--- config.mk ---
export PLATFORM = sky130hd
export DESIGN_NAME = i4_irq_sched
export DESIGN_NICKNAME = d
export VERILOG_FILES = /design/src/rtl/i4_sched_pkg.sv /design/src/rtl/i4_rr_pick.sv /design/src/rtl/i4_irq_sched.sv
export SDC_FILE = /design/constraint.sdc
export NUM_CORES = 1
export LEC_CHECK = 0
export BUFFER_PORTS_ARGS = -buffer_cell sky130_fd_sc_hd__buf_2
export CORE_MARGIN = 1.5
export CORE_UTILIZATION = 57
export CTS_CLUSTER_DIAMETER = 30
export DETAILED_ROUTE_END_ITERATION = 6
export GPL_ROUTABILITY_DRIVEN = 0
export GPL_TIMING_DRIVEN = 0
export HOLD_SLACK_MARGIN = 0.03
export PLACE_DENSITY = 0.84
export SETUP_SLACK_MARGIN = 0.5
export SYNTH_ARGS = -nofsm -noshare
export SYNTH_HDL_FRONTEND = slang
export SYNTH_HIERARCHICAL = 1
export SYNTH_SLANG_ARGS = --single-unit
export TNS_END_PERCENT = 1
--- constraint.sdc ---
create_clock -name clk -period 6 [get_ports clk]
set_clock_uncertainty 0.15 [all_clocks]
set_input_delay 1.2 -clock clk [delete_from_list [all_inputs] [get_ports clk]]
set_output_delay 1.2 -clock clk [all_outputs]
set_load 0.01 [all_outputs]
--- src/rtl/i4_sched_pkg.sv ---
// Shared types and constants for the priority-group interrupt scheduler.
package i4_sched_pkg;

    localparam int NREQ_MAX = 8;

    typedef enum logic [1:0] {
        ST_IDLE    = 2'd0,
        ST_GRANT   = 2'd1,
        ST_SERVICE = 2'd2
    } sched_state_e;

    // Index following idx in a ring of n entries.
    function automatic int wrap_inc(input int idx, input int n);
        return (idx >= n - 1) ? 0 : idx + 1;
    endfunction

endpackage

--- src/rtl/i4_rr_pick.sv ---
// Round-robin picker: first set bit of elig at or above start, wrapping to 0.
module i4_rr_pick #(
    parameter int NREQ = 4,
    parameter int IW   = $clog2(NREQ)
) (
    input  logic [NREQ-1:0] elig,
    input  logic [IW-1:0]   start,
    output logic [IW-1:0]   idx,
    output logic            found
);

    logic [IW-1:0] cand;

    always_comb begin
        idx   = '0;
        found = 1'b0;
        cand  = '0;
        for (int k = 0; k < NREQ; k++) begin
            cand = IW'((int'(start) + k) % NREQ);
            if (!found && elig[cand]) begin
                found = 1'b1;
                idx   = cand;
            end
        end
    end

endmodule

--- src/rtl/i4_irq_sched.sv ---
// Interrupt scheduler: edge-captured pending groups, maskable, round-robin
// grant with ready handshake and an optional service timeout.
module i4_irq_sched
    import i4_sched_pkg::*;
#(
    parameter int NREQ = 4,
    parameter int TO_W = 8,
    localparam int IW  = $clog2(NREQ)
) (
    input  logic            clk,
    input  logic            rst_n,
    input  logic [NREQ-1:0] req_i,
    input  logic            mask_we,
    input  logic [NREQ-1:0] mask_wdata,
    input  logic [TO_W-1:0] timeout_cycles,
    input  logic            eoi,
    input  logic            gnt_ready,
    output logic            gnt_valid,
    output logic [IW-1:0]   gnt_id,
    output logic            busy,
    output logic [NREQ-1:0] pend_o,
    output logic [NREQ-1:0] mask_o,
    output logic            timeout_err
);

    if (NREQ < 2 || NREQ > NREQ_MAX) begin : g_bad_nreq
        $error("i4_irq_sched: NREQ out of range");
    end

    sched_state_e    state, state_n;
    logic [NREQ-1:0] req_q, pend, mask, rise, clr, elig;
    logic [TO_W-1:0] cnt;
    logic [IW-1:0]   last_ptr, gnt_id_q, start, pick_idx;
    logic            pick_found, accept, timeout_hit, terr_q;

    assign rise   = req_i & ~req_q;
    assign elig   = pend & ~mask;
    assign start  = IW'(wrap_inc(int'(last_ptr), NREQ));
    assign accept = (state == ST_GRANT) && gnt_ready;
    assign clr    = accept ? (NREQ'(1) << gnt_id_q) : '0;

    // eoi takes priority over the limit, so the limit only fires without it
    assign timeout_hit = (state == ST_SERVICE) && !eoi && (timeout_cycles != '0) &&
                         (cnt == timeout_cycles - TO_W'(1));

    i4_rr_pick #(.NREQ(NREQ), .IW(IW)) u_pick (
        .elig  (elig),
        .start (start),
        .idx   (pick_idx),
        .found (pick_found)
    );

    always_ff @(posedge clk or negedge rst_n) begin
        if (!rst_n) state <= ST_IDLE;
        else        state <= state_n;
    end

    always_comb begin
        state_n = state;
        case (state)
            ST_IDLE:    if (pick_found)          state_n = ST_GRANT;
            ST_GRANT:   if (gnt_ready)           state_n = ST_SERVICE;
            ST_SERVICE: if (eoi || timeout_hit)  state_n = ST_IDLE;
            default:                             state_n = ST_IDLE;
        endcase
    end

    always_comb begin
        gnt_valid = (state == ST_GRANT);
        busy      = (state == ST_GRANT) || (state == ST_SERVICE);
    end

    always_ff @(posedge clk or negedge rst_n) begin
        if (!rst_n) begin
            req_q    <= '0;
            pend     <= '0;
            mask     <= '0;
            cnt      <= '0;
            last_ptr <= IW'(NREQ - 1);
            gnt_id_q <= '0;
            terr_q   <= 1'b0;
        end else begin
            req_q  <= req_i;
            pend   <= (pend & ~clr) | rise;
            terr_q <= timeout_hit;
            if (mask_we)
                mask <= mask_wdata;
            if (state == ST_IDLE && pick_found)
                gnt_id_q <= pick_idx;
            if (accept) begin
                last_ptr <= gnt_id_q;
                cnt      <= '0;
            end else if (state == ST_SERVICE) begin
                cnt <= cnt + TO_W'(1);
            end
        end
    end

    assign gnt_id      = gnt_id_q;
    assign pend_o      = pend;
    assign mask_o      = mask;
    assign timeout_err = terr_q;

endmodule

==> metrics.md, run 1 <==
| Metric | Value |
|---|---|
| Worst setup path class | `in2reg` |
| Die width | `55.1 µm` |
| Sequential area share after synthesis | `43.8%` |
| Reg-to-Reg End | `state[0]$_DFFE_PN0P_` |
| Multi-input gate area | `797 µm²` |
| Cell area power density | `347 nW/µm²` |
| CP Capture Point | `state[0]$_DFFE_PN0P_` |
| R2R Setup Slk | `3.57 ns` |
| Final Max Tran Viols | `0` |
| Vias post-DR | `1,254` |
| Inserted Diodes | `0` |
| Skew-Pair Late Insertion Delay | `0.33 ns` |
| Aggregate global routing overflow | `0` |
| Die Height | `55.1 µm` |
| Final Hold Viols | `0` |
| Vias in the first global route | `1,162` |
| Crit end category | `register` |
| Tmin final | `2.89 ns` |
| Post-Synthesis Cells | `157` |
| Worst rel slew slack | `61.3%` |
| TritonCTS clock tree | `done` |
| RSZ-0062 raised after global routing | `false` |
| Post-CTS Setup Inserts | `0` |
| Nets | `223` |
| Layout cells sized above 1 | `29.4%` |
| Largest net degree at the start of global routing | `28` |
| Via density | `5.60` |
| Tcrit/Tclk final | `48.1%` |
| Layout area overhead | `15.0%` |
| WP data arrival | `2.96 ns` |
| Yosys warnings | `6` |
| Prevailing post-synth register cell | `dfrtp_1` |
| Storage cell area | `678 µm²` |
| Cell area after synthesis | `1550 µm²` |
| Clock Root Buffer | `clkbuf_4` |
| Max Freq | `346 MHz` |
| EDFF count, synth | `0` |
| Asr flop ratio synth | `100%` |
| ANT nets after route | `0` |
| Worst min path class | `reg2reg` |
| Layout fillers | `209` |
| Status | `finished, final reports clean` |
| DP Wirelength | `2460 µm` |
| PortBufs | `33` |
| Type of origin of the critical path | `input pin` |
| Distinct cells, synth | `43` |
| Row count | `18` |
| Synthesized area per cell | `9.86 µm²` |
| Worst-margin pin slew | `0.581 ns` |
| Endpoints failing setup | `0` |
| CTS buffer count | `3` |
| Global-route wire length before repair | `4870 µm` |
| Hold Buf Count CTS | `0` |
| Syn Nets | `185` |
| Largest buffer count on any clock path | `2` |
| WL/cell | `13.8 µm` |
| VDD IR max | `0.000333 V` |
| H-tree depth | `1` |
| Initial antenna violation count | `0` |
| Top-level I/O count | `34` |
| Die area | `3040 µm²` |
| Max-cap violations | `0` |
| Req. time, crit path | `6.07 ns` |
| Setup_tns | `0 ns` |
| Pre-antenna DRT Iters | `5` |
| Leak | `0.854 nW` |
| Clock transition at the registers of the reported paths | `0.15 ns` |
| Post-Route WL | `3100 µm` |
| R2R depth | `9` |
| Total GRT Usage | `22.6%` |
| DRT iter0 DRCs | `16` |
| Flops & latches, synth | `27` |
| Clock sinks | `27` |
| DRC viols | `0` |
| Final Hold Slack | `0.280 ns` |
| RR Startpoint | `state[0]$_DFFE_PN0P_` |
| Crit path max fanout | `5` |
| Core region area | `2520 µm²` |
| Initial Utilization | `61.4%` |
| Resize count post-CTS | `0` |
| Setup crit start | `timeout_cycles[0]` |
==> worst min path at each step <==
stage	from	endpoint	slack, ns	cells after the start
5_1_grt	req_q[0]$_DFF_PN0_	pend_o[0]$_DFF_PN0_	0.32	1
6_report	req_q[0]$_DFF_PN0_	pend_o[0]$_DFF_PN0_	0.28	1
3_5_place_dp	req_q[0]$_DFF_PN0_	pend_o[0]$_DFF_PN0_	0.26	1
3_3_place_gp	req_q[2]$_DFF_PN0_	pend_o[2]$_DFF_PN0_	0.25	1
4_1_cts	req_q[0]$_DFF_PN0_	pend_o[0]$_DFF_PN0_	0.28	1
2_1_floorplan	req_q[0]$_DFF_PN0_	pend_o[0]$_DFF_PN0_	0.25	1
==> final cells by class <==
cell class | count | area share, %
Timing Repair Buffer | 33 | 9.28
Clock inverter | 1 | 0.422
Sequential cell | 27 | 38.1
Multi-Input combinational cell | 111 | 44.8
Buffer | 3 | 0.703
Tap cell | 30 | 2.11
Clock buffer | 3 | 1.26
Inverter | 16 | 3.37
==> cell usage after synthesis (all sizes together), types with 4 or more instances <==
| master | number | share of area (%) |
|---|---|---|
| inv | 16 | 3.9 |
| mux2 | 7 | 5.3 |
| a21oi | 9 | 2.9 |
| nand4 | 4 | 1.6 |
| xnor2 | 6 | 3.4 |
| o21ai | 12 | 4.1 |
| nand2 | 12 | 2.9 |
| ha | 7 | 5.7 |
| xor2 | 8 | 4.5 |
| nor2 | 13 | 3.2 |
| nor2b | 6 | 2.6 |
| nor3 | 4 | 2.3 |
| dfrtp | 25 | 40 |
==> critical path, stage by stage <==
cell and delay (ns):
buf_2 0.12, inv_1 0.07, ha_1 0.22, nor2b_2 0.26, a41o_1 0.22, o211ai_2 0.11
nor4_4 0.35, o21ai_2 0.10, mux2_4 0.31
==> power by group <==
part / leakage [nW] / switching [mW] / internal [mW]
clock: 0.0139 / 0.0534 / 0.0255
sequential: 0.325 / 0.0388 / 0.227
combinational: 0.515 / 0.151 / 0.122
==> routing by layer <==
metal	routed length, µm	share of wire [%]	up-vias	global-route usage, %
li1	-	-	615	-
met1	1350	44	602	28.2
met2	1580	51	35	38.1
met3	154	5.0	2	6.72
met4	14	0.45	0	5.69
met5	0	0	-	0
==> registers in the layout, summed over array words and instances, names as in the netlist <==
register	flops
gnt_id	2
pend_o	4
state	2
timeout_err	1
last_ptr	2
req_q	4
mask_o	4
cnt	8
==> cells in the final DEF (no fill, tap or decap), types with 3 or more instances in the layout <==
cell	n
o21ai_0	10
mux2_2	6
a21oi_1	9
inv_1	15
nand4_1	4
buf_2	34
ha_1	7
nand2_1	12
clkbuf_4	3
nor2_1	13
dfrtp_1	25
xnor2_1	6
xor2_1	8
nor2b_1	5
==> through the flow <==
| stage | std cells | power (mW) | util (%) | setup WS [ns] | area [µm²] |
|---|---|---|---|---|---|
| 4_1_cts | 224 | 0.618 | 70.6 | 3.11 | 1780 |
| 6_report | 224 | 0.619 | 70.6 | 3.11 | 1780 |
| 2_1_floorplan | 157 | 0.449 | - | 3.13 | 1550 |
| 5_1_grt | 224 | 0.665 | 70.6 | 2.99 | 1780 |
| 3_3_place_gp | 220 | 0.515 | 69.4 | 2.88 | 1750 |
| 3_5_place_dp | 220 | 0.538 | 69.4 | 2.76 | 1750 |
==> cells by family (layout without fill, tap and decap cells) <==
group                      count (synthesis)  in the layout  share of synthesized area (%)
adders and majority gates                  7              7                           5.66
buffers and inverters                     19             56                           4.69
DFF                                       27             27                           43.8
muxes                                      8              8                           5.98
AOI/OAI and AO/OA                         30             30                           12.6
and+or+nand+nor                           52             52                           19.3
xor gates and xnor gates                  14             14                           7.92
Note: power is estimated with default switching activity, not from simulation.
==> run 2: changes to the inputs <==
--- a/config.mk
+++ b/config.mk
@@ -7,13 +7,13 @@
 export LEC_CHECK = 0
 export BUFFER_PORTS_ARGS = -buffer_cell sky130_fd_sc_hd__buf_2
 export CORE_MARGIN = 1.5
-export CORE_UTILIZATION = 57
+export CORE_UTILIZATION = 48
 export CTS_CLUSTER_DIAMETER = 30
 export DETAILED_ROUTE_END_ITERATION = 6
 export GPL_ROUTABILITY_DRIVEN = 0
 export GPL_TIMING_DRIVEN = 0
 export HOLD_SLACK_MARGIN = 0.03
-export PLACE_DENSITY = 0.84
+export PLACE_DENSITY = 0.76
 export SETUP_SLACK_MARGIN = 0.5
 export SYNTH_ARGS = -nofsm -noshare
 export SYNTH_HDL_FRONTEND = slang
==> constraint.sdc (replaced) <==
create_clock -name clk -period 2.6 [get_ports clk]
set_clock_uncertainty 0.15 [all_clocks]
set_input_delay 0.52 -clock clk [delete_from_list [all_inputs] [get_ports clk]]
set_output_delay 0.52 -clock clk [all_outputs]
set_load 0.01 [all_outputs]
==> metrics.md, run 2 (same netlist as run 1, synthesis figures left out) <==
| Metric | Value |
|---|---|
| TritonCTS clock tree | `done` |
| Reg with most FFs | `cnt` |
| Slowest cell on crit path | `nor4_4` |
| Worst-margin pin slew | `0.580 ns` |
| CTS buffer count | `3` |
| DRC viols | `0` |
| WL/cell | `12.8 µm` |
| Max Freq | `483 MHz` |
| Pre-antenna DRT Iters | `4` |
| Worst rel slew slack | `61.3%` |
| RR Startpoint | `state[0]$_DFFE_PN0P_` |
| Vias post-DR | `1,255` |
| Post-Route WL | `3100 µm` |
| Aggregate global routing overflow | `0` |
| Nets | `227` |
| Layout fillers | `276` |
| Worst min path class | `in2async` |
| Endpoints failing setup | `0` |
| Top delay family on crit path | `simple AND/OR/NAND/NOR gates` |
| PortBufs | `33` |
| Layout area overhead | `22.2%` |
| Reg-to-Reg End | `state[0]$_DFFE_PN0P_` |
| Via density | `5.19` |
| DRT iter0 DRCs | `21` |
| Final Hold Viols | `0` |
| Initial Utilization | `50.7%` |
| VDD IR max | `0.000327 V` |
| Top-level I/O count | `34` |
| Max reg flops | `8` |
| Largest net degree at the start of global routing | `28` |
| Die width | `59.8 µm` |
| Commonest non-fill, non-tap cells in the layout | `buf_2 (33), dfrtp_1 (25), nor2_1 (13), inv_1 (12), nand2_1 (12)` |
| H-tree depth | `1` |
| Clock Root Buffer | `clkbuf_4` |
| Critical path cell sequence | `buf_2, inv_2, ha_4, nor2b_4, a41o_1, o211ai_2, nor4_4, o21ai_2, mux2_4` |
| R2R depth | `9` |
| Skew-Pair Late Insertion Delay | `0.33 ns` |
| Setup crit start | `timeout_cycles[0]` |
| Tcrit/Tclk final | `79.6%` |
| Crit path max fanout | `5` |
| Worst Slack Setup Final | `0.530 ns` |
| RSZ-0062 raised after global routing | `true` |
| DP Wirelength | `2380 µm` |
| Total GRT Usage | `19.1%` |
| Die Height | `59.8 µm` |
| Crit end category | `register` |
| Cell area power density | `780 nW/µm²` |
| Leak | `0.889 nW` |
| Vias in the first global route | `1,264` |
| Hold Buf Count CTS | `0` |
| Clock sinks | `27` |
| Buffers & Inverters on Critical Path | `2` |
| Max incr delay on CP | `0.38 ns` |
| Clock transition at the registers of the reported paths | `0.14 ns` |
| WP data arrival | `2.15 ns` |
| Initial antenna violation count | `0` |
| Die area | `3570 µm²` |
| Setup_tns | `0 ns` |
| Status | `finished, final reports clean` |
| Commonest non-fill, non-tap cell in the layout | `buf_2` |
| Inserted Diodes | `0` |
| Largest buffer count on any clock path | `2` |
| Tmin final | `2.07 ns` |
| Req. time, crit path | `2.68 ns` |
| Worst setup path class | `in2reg` |
| Core region area | `3050 µm²` |
| Layout cells sized above 1 | `35.4%` |
| R2R Setup Slk | `0.53 ns` |
| Max-cap violations | `0` |
| Row count | `20` |
| Final Max Tran Viols | `0` |
| Type of origin of the critical path | `input pin` |
| ANT nets after route | `0` |
| Global-route wire length before repair | `5260 µm` |
| Placement Setup Slack | `0.218 ns` |
==> run 2: metal layers <==
layer	share of wire (%)	up-vias	GRT usage, %	routed length [µm]
li1	-	618	-	-
met1	45	605	23.3	1390
met2	50	26	32.3	1540
met3	3.4	6	3.46	105
met4	2.0	0	9.52	61
met5	0	-	0	0
==> run 2: worst reg2reg max path, stage by stage (launching register included) <==
cell and delay, ns:
dfrtp_1 0.43, inv_2 0.11, ha_4 0.14, buf_6 0.10
nand2b_4 0.07, nor3_4 0.13, o21ai_2 0.09, nor4_4 0.34
o21ai_2 0.11, mux2_4 0.30
==> run 2: worst max-delay path by stage <==
stage                                       to  depth (start not counted)  slack, ns
after global routing      state[1]$_DFFE_PN0P_                         10       0.48
after CTS                 state[0]$_DFFE_PN0P_                          9       0.53
after global placement    state[0]$_DFFE_PN0P_                          9       0.26
after detailed placement  state[0]$_DFFE_PN0P_                          9       0.22
final                     state[0]$_DFFE_PN0P_                          9       0.53
after floorplan           state[0]$_DFFE_PN0P_                          8       0.50
==> run 2: area by class of cell <==
type	count	area, µm²	share of cell area [%]
Buffer	3	20.0	1.06
Timing Repair Buffer	37	195	10.3
Clock buffer	4	26.3	1.39
Sequential cell	27	678	35.9
Inverter	16	62.6	3.31
Multi-Input combinational cell	111	853	45.1
Tap cell	44	55.1	2.91
==> run 2: report_power, final <==
part	internal, mW	switching (mW)	total, mW
logic	0.321	0.357	0.679
clock network	0.0602	0.121	0.181
registers	0.524	0.0907	0.615
total	0.905	0.569	1.47
==> run 2: repair_timing <==
action,CTS,global route
buffers inserted,2,2
gates resized for setup,2,7
endpoints found under the setup margin,2,3
hold endpoints to repair,0,0
pin swaps,1,3
==> run 2: per-stage QoR <==
| step | area (µm²) | util (%) | cells | power (mW) | hold slack [ns] |
|---|---|---|---|---|---|
| 4_1_cts | 1850 | 60.5 | 240 | 1.44 | 0.0462 |
| 2_1_floorplan | 1570 | - | 157 | 1.05 | 0.0744 |
| 6_report | 1890 | 61.9 | 242 | 1.47 | 0.0209 |
| 5_1_grt | 1890 | 61.9 | 242 | 1.58 | 0.0674 |
| 3_3_place_gp | 1790 | 58.8 | 234 | 1.20 | 0.253 |
| 3_5_place_dp | 1790 | 58.8 | 234 | 1.24 | 0.268 |
==> run 3: changes to the inputs <==
--- a/config.mk
+++ b/config.mk
@@ -5,15 +5,16 @@
 export SDC_FILE = /design/constraint.sdc
 export NUM_CORES = 1
 export LEC_CHECK = 0
+export ABC_AREA = 1
 export BUFFER_PORTS_ARGS = -buffer_cell sky130_fd_sc_hd__buf_2
 export CORE_MARGIN = 1.5
-export CORE_UTILIZATION = 48
+export CORE_UTILIZATION = 55
 export CTS_CLUSTER_DIAMETER = 30
 export DETAILED_ROUTE_END_ITERATION = 6
 export GPL_ROUTABILITY_DRIVEN = 0
 export GPL_TIMING_DRIVEN = 0
 export HOLD_SLACK_MARGIN = 0.03
-export PLACE_DENSITY = 0.76
+export PLACE_DENSITY = 0.8
 export SETUP_SLACK_MARGIN = 0.5
 export SYNTH_ARGS = -nofsm -noshare
 export SYNTH_HDL_FRONTEND = slang
==> constraint.sdc (replaced) <==
create_clock -name clk -period 2.1 [get_ports clk]
set_clock_uncertainty 0.15 [all_clocks]
set_input_delay 0.42 -clock clk [delete_from_list [all_inputs] [get_ports clk]]
set_output_delay 0.42 -clock clk [all_outputs]
set_load 0.01 [all_outputs]
==> metrics.md, run 3 <==
| Metric | Value |
|---|---|
| Synth cell count leaders | `nand2_1 (76), inv_1 (36), dfrtp_1 (25)` |
| Buffers & Inverters on Critical Path | `1` |
| Largest area contributor in the netlist | `dfrtp_1` |
| Req. time, crit path | `2.16 ns` |
| Crit path depth | `11` |
| EDFF count, synth | `0` |
| Critical path cell sequence | `ha_4, nor2_4, buf_6, nand2_2, nand2_2, nand2_2, nand2_2, nor2_4, nand3b_1, nand2_2, mux2_4` |
| R2R Setup Slk | `-0.004 ns` |
| Aggregate global routing overflow | `0` |
| Commonest non-fill, non-tap cell in the layout | `nand2_1` |
| Worst setup path class | `reg2reg` |
| Vias in the first global route | `1,506` |
| DRC viols | `0` |
| Highest Signal Layer | `met4` |
| Reg-to-Reg End | `gnt_id[1]$_DFFE_PN0P_` |
| Synthesized area per cell | `7.26 µm²` |
| Final Util | `74.0%` |
| Type of origin of the critical path | `register` |
| Tcrit/Tclk final | `100%` |
| Layout area overhead | `25.4%` |
| Max-cap violations | `0` |
| Reg with most FFs | `cnt` |
| Prevailing post-synth register cell | `dfrtp_1` |
| Row count | `20` |
| WP data arrival | `2.16 ns` |
| Status | `complete, but fails checks` |
| Total GRT Usage | `22.4%` |
| Tot Pwr | `3.05 mW` |
| Commonest non-fill, non-tap cells in the layout | `nand2_1 (66), buf_2 (33), inv_1 (32), dfrtp_1 (25)` |
| R2R depth | `11` |
| Worst min path class | `in2reg` |
| PortBufs | `33` |
| Yosys warnings | `6` |
| Die Height | `60.7 µm` |
| Crit path top cell by count | `nand2_2` |
| CTS buffer count | `3` |
| Clock share of power | `7.1%` |
| RR Startpoint | `last_ptr[0]$_DFFE_PN1P_` |
| VDD IR max | `0.000801 V` |
| Global-route wire length before repair | `6300 µm` |
| Largest buffer count on any clock path | `2` |
| Clock Root Buffer | `clkbuf_4` |
| Die area | `3680 µm²` |
| Worst-margin pin slew | `0.591 ns` |
| Worst Slack Setup Final | `-0.00382 ns` |
| Final Hold Viols | `0` |
| Max incr delay on CP | `0.59 ns` |
| Tmin final | `2.10 ns` |
| Setup crit start | `last_ptr[0]$_DFFE_PN1P_` |
| Top-area cell type share of the netlist area | `34.2%` |
| Failing checks | `setup timing` |
| ANT nets after route | `0` |
| Met1 Wirelength | `1830 µm` |
| Cell area power density | `1330 nW/µm²` |
| Pre-antenna DRT Iters | `4` |
| Max Freq | `475 MHz` |
| Flops & latches, synth | `27` |
| H-tree depth | `1` |
| Endpoints failing setup | `1` |
| Crit path max fanout | `8` |
| CP Capture Point | `gnt_id[1]$_DFFE_PN0P_` |
| Leak | `1.25 nW` |
| Met2 wire length | `1890 µm` |
| Nets | `326` |
| DP Wirelength | `2920 µm` |
| Top-level I/O count | `34` |
| Top delay family on crit path | `simple AND/OR/NAND/NOR gates` |
| Distinct cells, synth | `28` |
| Initial antenna violation count | `0` |
| Clock sinks | `27` |
| Comb power frac | `67.0%` |
| Asr flop ratio synth | `100%` |
| Worst rel slew slack | `60.6%` |
| Cell area after synthesis | `1830 µm²` |
| Core region area | `3100 µm²` |
| WL met3 | `185 µm` |
| Post-Synthesis Cells | `252` |
| WL/cell | `11.6 µm` |
| Placed Area | `2080 µm²` |
| Top cells by area, synth | `dfrtp_1 (34%), nand2_1 (16%), inv_1 (7.4%)` |
| DRT iter0 DRCs | `80` |
| P_sw | `1.45 mW` |
| Max reg flops | `8` |
| Sw Share | `47.6%` |
| Layout cells sized above 1 | `36.4%` |
| Slowest cell on crit path | `dfstp_2` |
| Final Max Tran Viols | `0` |
| Skew-Pair Late Insertion Delay | `0.32 ns` |
| Sequential share of power | `25.9%` |
| Cell with the most instances after synthesis | `nand2_1` |
| Die width | `60.7 µm` |
| Sequential area share after synthesis | `37.0%` |
| Via density | `5.02` |
| Initial Utilization | `59.0%` |
| Vias post-DR | `1,713` |
| Clock transition at the registers of the reported paths | `0.15 ns` |
| Post-Route WL | `3940 µm` |
| Crit end category | `register` |
| RSZ-0062 raised after global routing | `true` |
| Inserted Diodes | `0` |
| Final Cell Area | `2290 µm²` |
| Syn Nets | `280` |
| Internal | `1.60 mW` |
| TritonCTS clock tree | `done` |
| Largest net degree at the start of global routing | `28` |
==> run 3: changes by cell type after synthesis, sizes merged, moves of 3 or more <==
cell,change
inv,+23
a21oi,-5
xnor2,-3
nor2b,-6
nor2,+16
xor2,-6
nand3,+16
nand2,+79
==> run 3: worst min-delay path by stage <==
stage,from,cells past startpoint,endpoint,slack (ns)
floorplan,rst_n,0,cnt[0]$_DFFE_PN0P_,-0.03
global placement,req_q[1]$_DFF_PN0_,1,pend_o[1]$_DFF_PN0_,0.25
detailed placement,req_q[1]$_DFF_PN0_,1,pend_o[1]$_DFF_PN0_,0.26
CTS,req_i[3],1,req_q[3]$_DFF_PN0_,0.06
global route,req_i[3],1,req_q[3]$_DFF_PN0_,0.05
finish,req_i[3],1,req_q[3]$_DFF_PN0_,0.06
==> run 3: cell families (layout without fill, tap and decap cells) <==
group / count (synthesis) / after routing / synth area share (%)
AOI/OAI and AO/OA: 18 / 18 / 5.20
DFF: 27 / 27 / 37.0
and+or+nand+nor: 148 / 148 / 38.1
adders and majority gates: 7 / 7 / 4.78
buffers and inverters: 41 / 86 / 8.82
muxes: 6 / 6 / 3.69
xor gates and xnor gates: 5 / 5 / 2.39
==> run 3: power groups by stage <==
stage / clock network, mW / logic (mW) / registers, mW
after CTS: 0.220 / 1.88 / 0.769
after detailed placement: 0 / 1.70 / 0.778
after floorplan: 0 / 1.33 / 0.785
final: 0.218 / 2.04 / 0.789
after global placement: 0 / 1.65 / 0.781
after global routing: 0.243 / 2.26 / 0.807
==> run 3: final cells by class <==
cell class | count | area (µm²)
Buffer | 2 | 18.8
Multi-Input combinational cell | 184 | 1130
Fill cell | 276 | 808
Timing Repair Buffer | 41 | 228
Inverter | 39 | 156
Tap cell | 44 | 55.1
Clock buffer | 4 | 26.3
Sequential cell | 27 | 678
==> run 3: layer usage <==
metal  GRT usage (%)  vias to the layer above
met4            4.97                        0
met2            36.4                       43
li1                -                      879
met3            2.35                        4
met5               0                        -
met1            32.6                      787
==> run 3: repair_timing <==
item                                    CTS  global route
buffers inserted                          5             2
hold buffers                              1             0
endpoints found under the setup margin   14            20
hold endpoints to repair                 25             0
cloned                                    0             0
pin swaps                                 6            19
resized for setup                         9            34
==> run 3: per-stage QoR <==
stage	setup WS [ns]	TNS [ns]	cells	hold WS, ns
after CTS	0.0162	0	339	0.0650
final	-0.00382	-0.00382	341	0.0608
after global placement	-0.0131	-0.0422	329	0.254
after floorplan	0.127	0	252	-0.0256
after global routing	-0.0652	-0.132	341	0.0451
after detailed placement	-0.0578	-0.153	329	0.261
==> run 3: worst reg2reg max path: cells and delay by family, from the launching register on <==
family        cells  cell delay (ns)
fa+ha+maj         1             0.15
buf+inv           1             0.13
flops             1             0.59
mux               1             0.30
simple gates      8             0.68
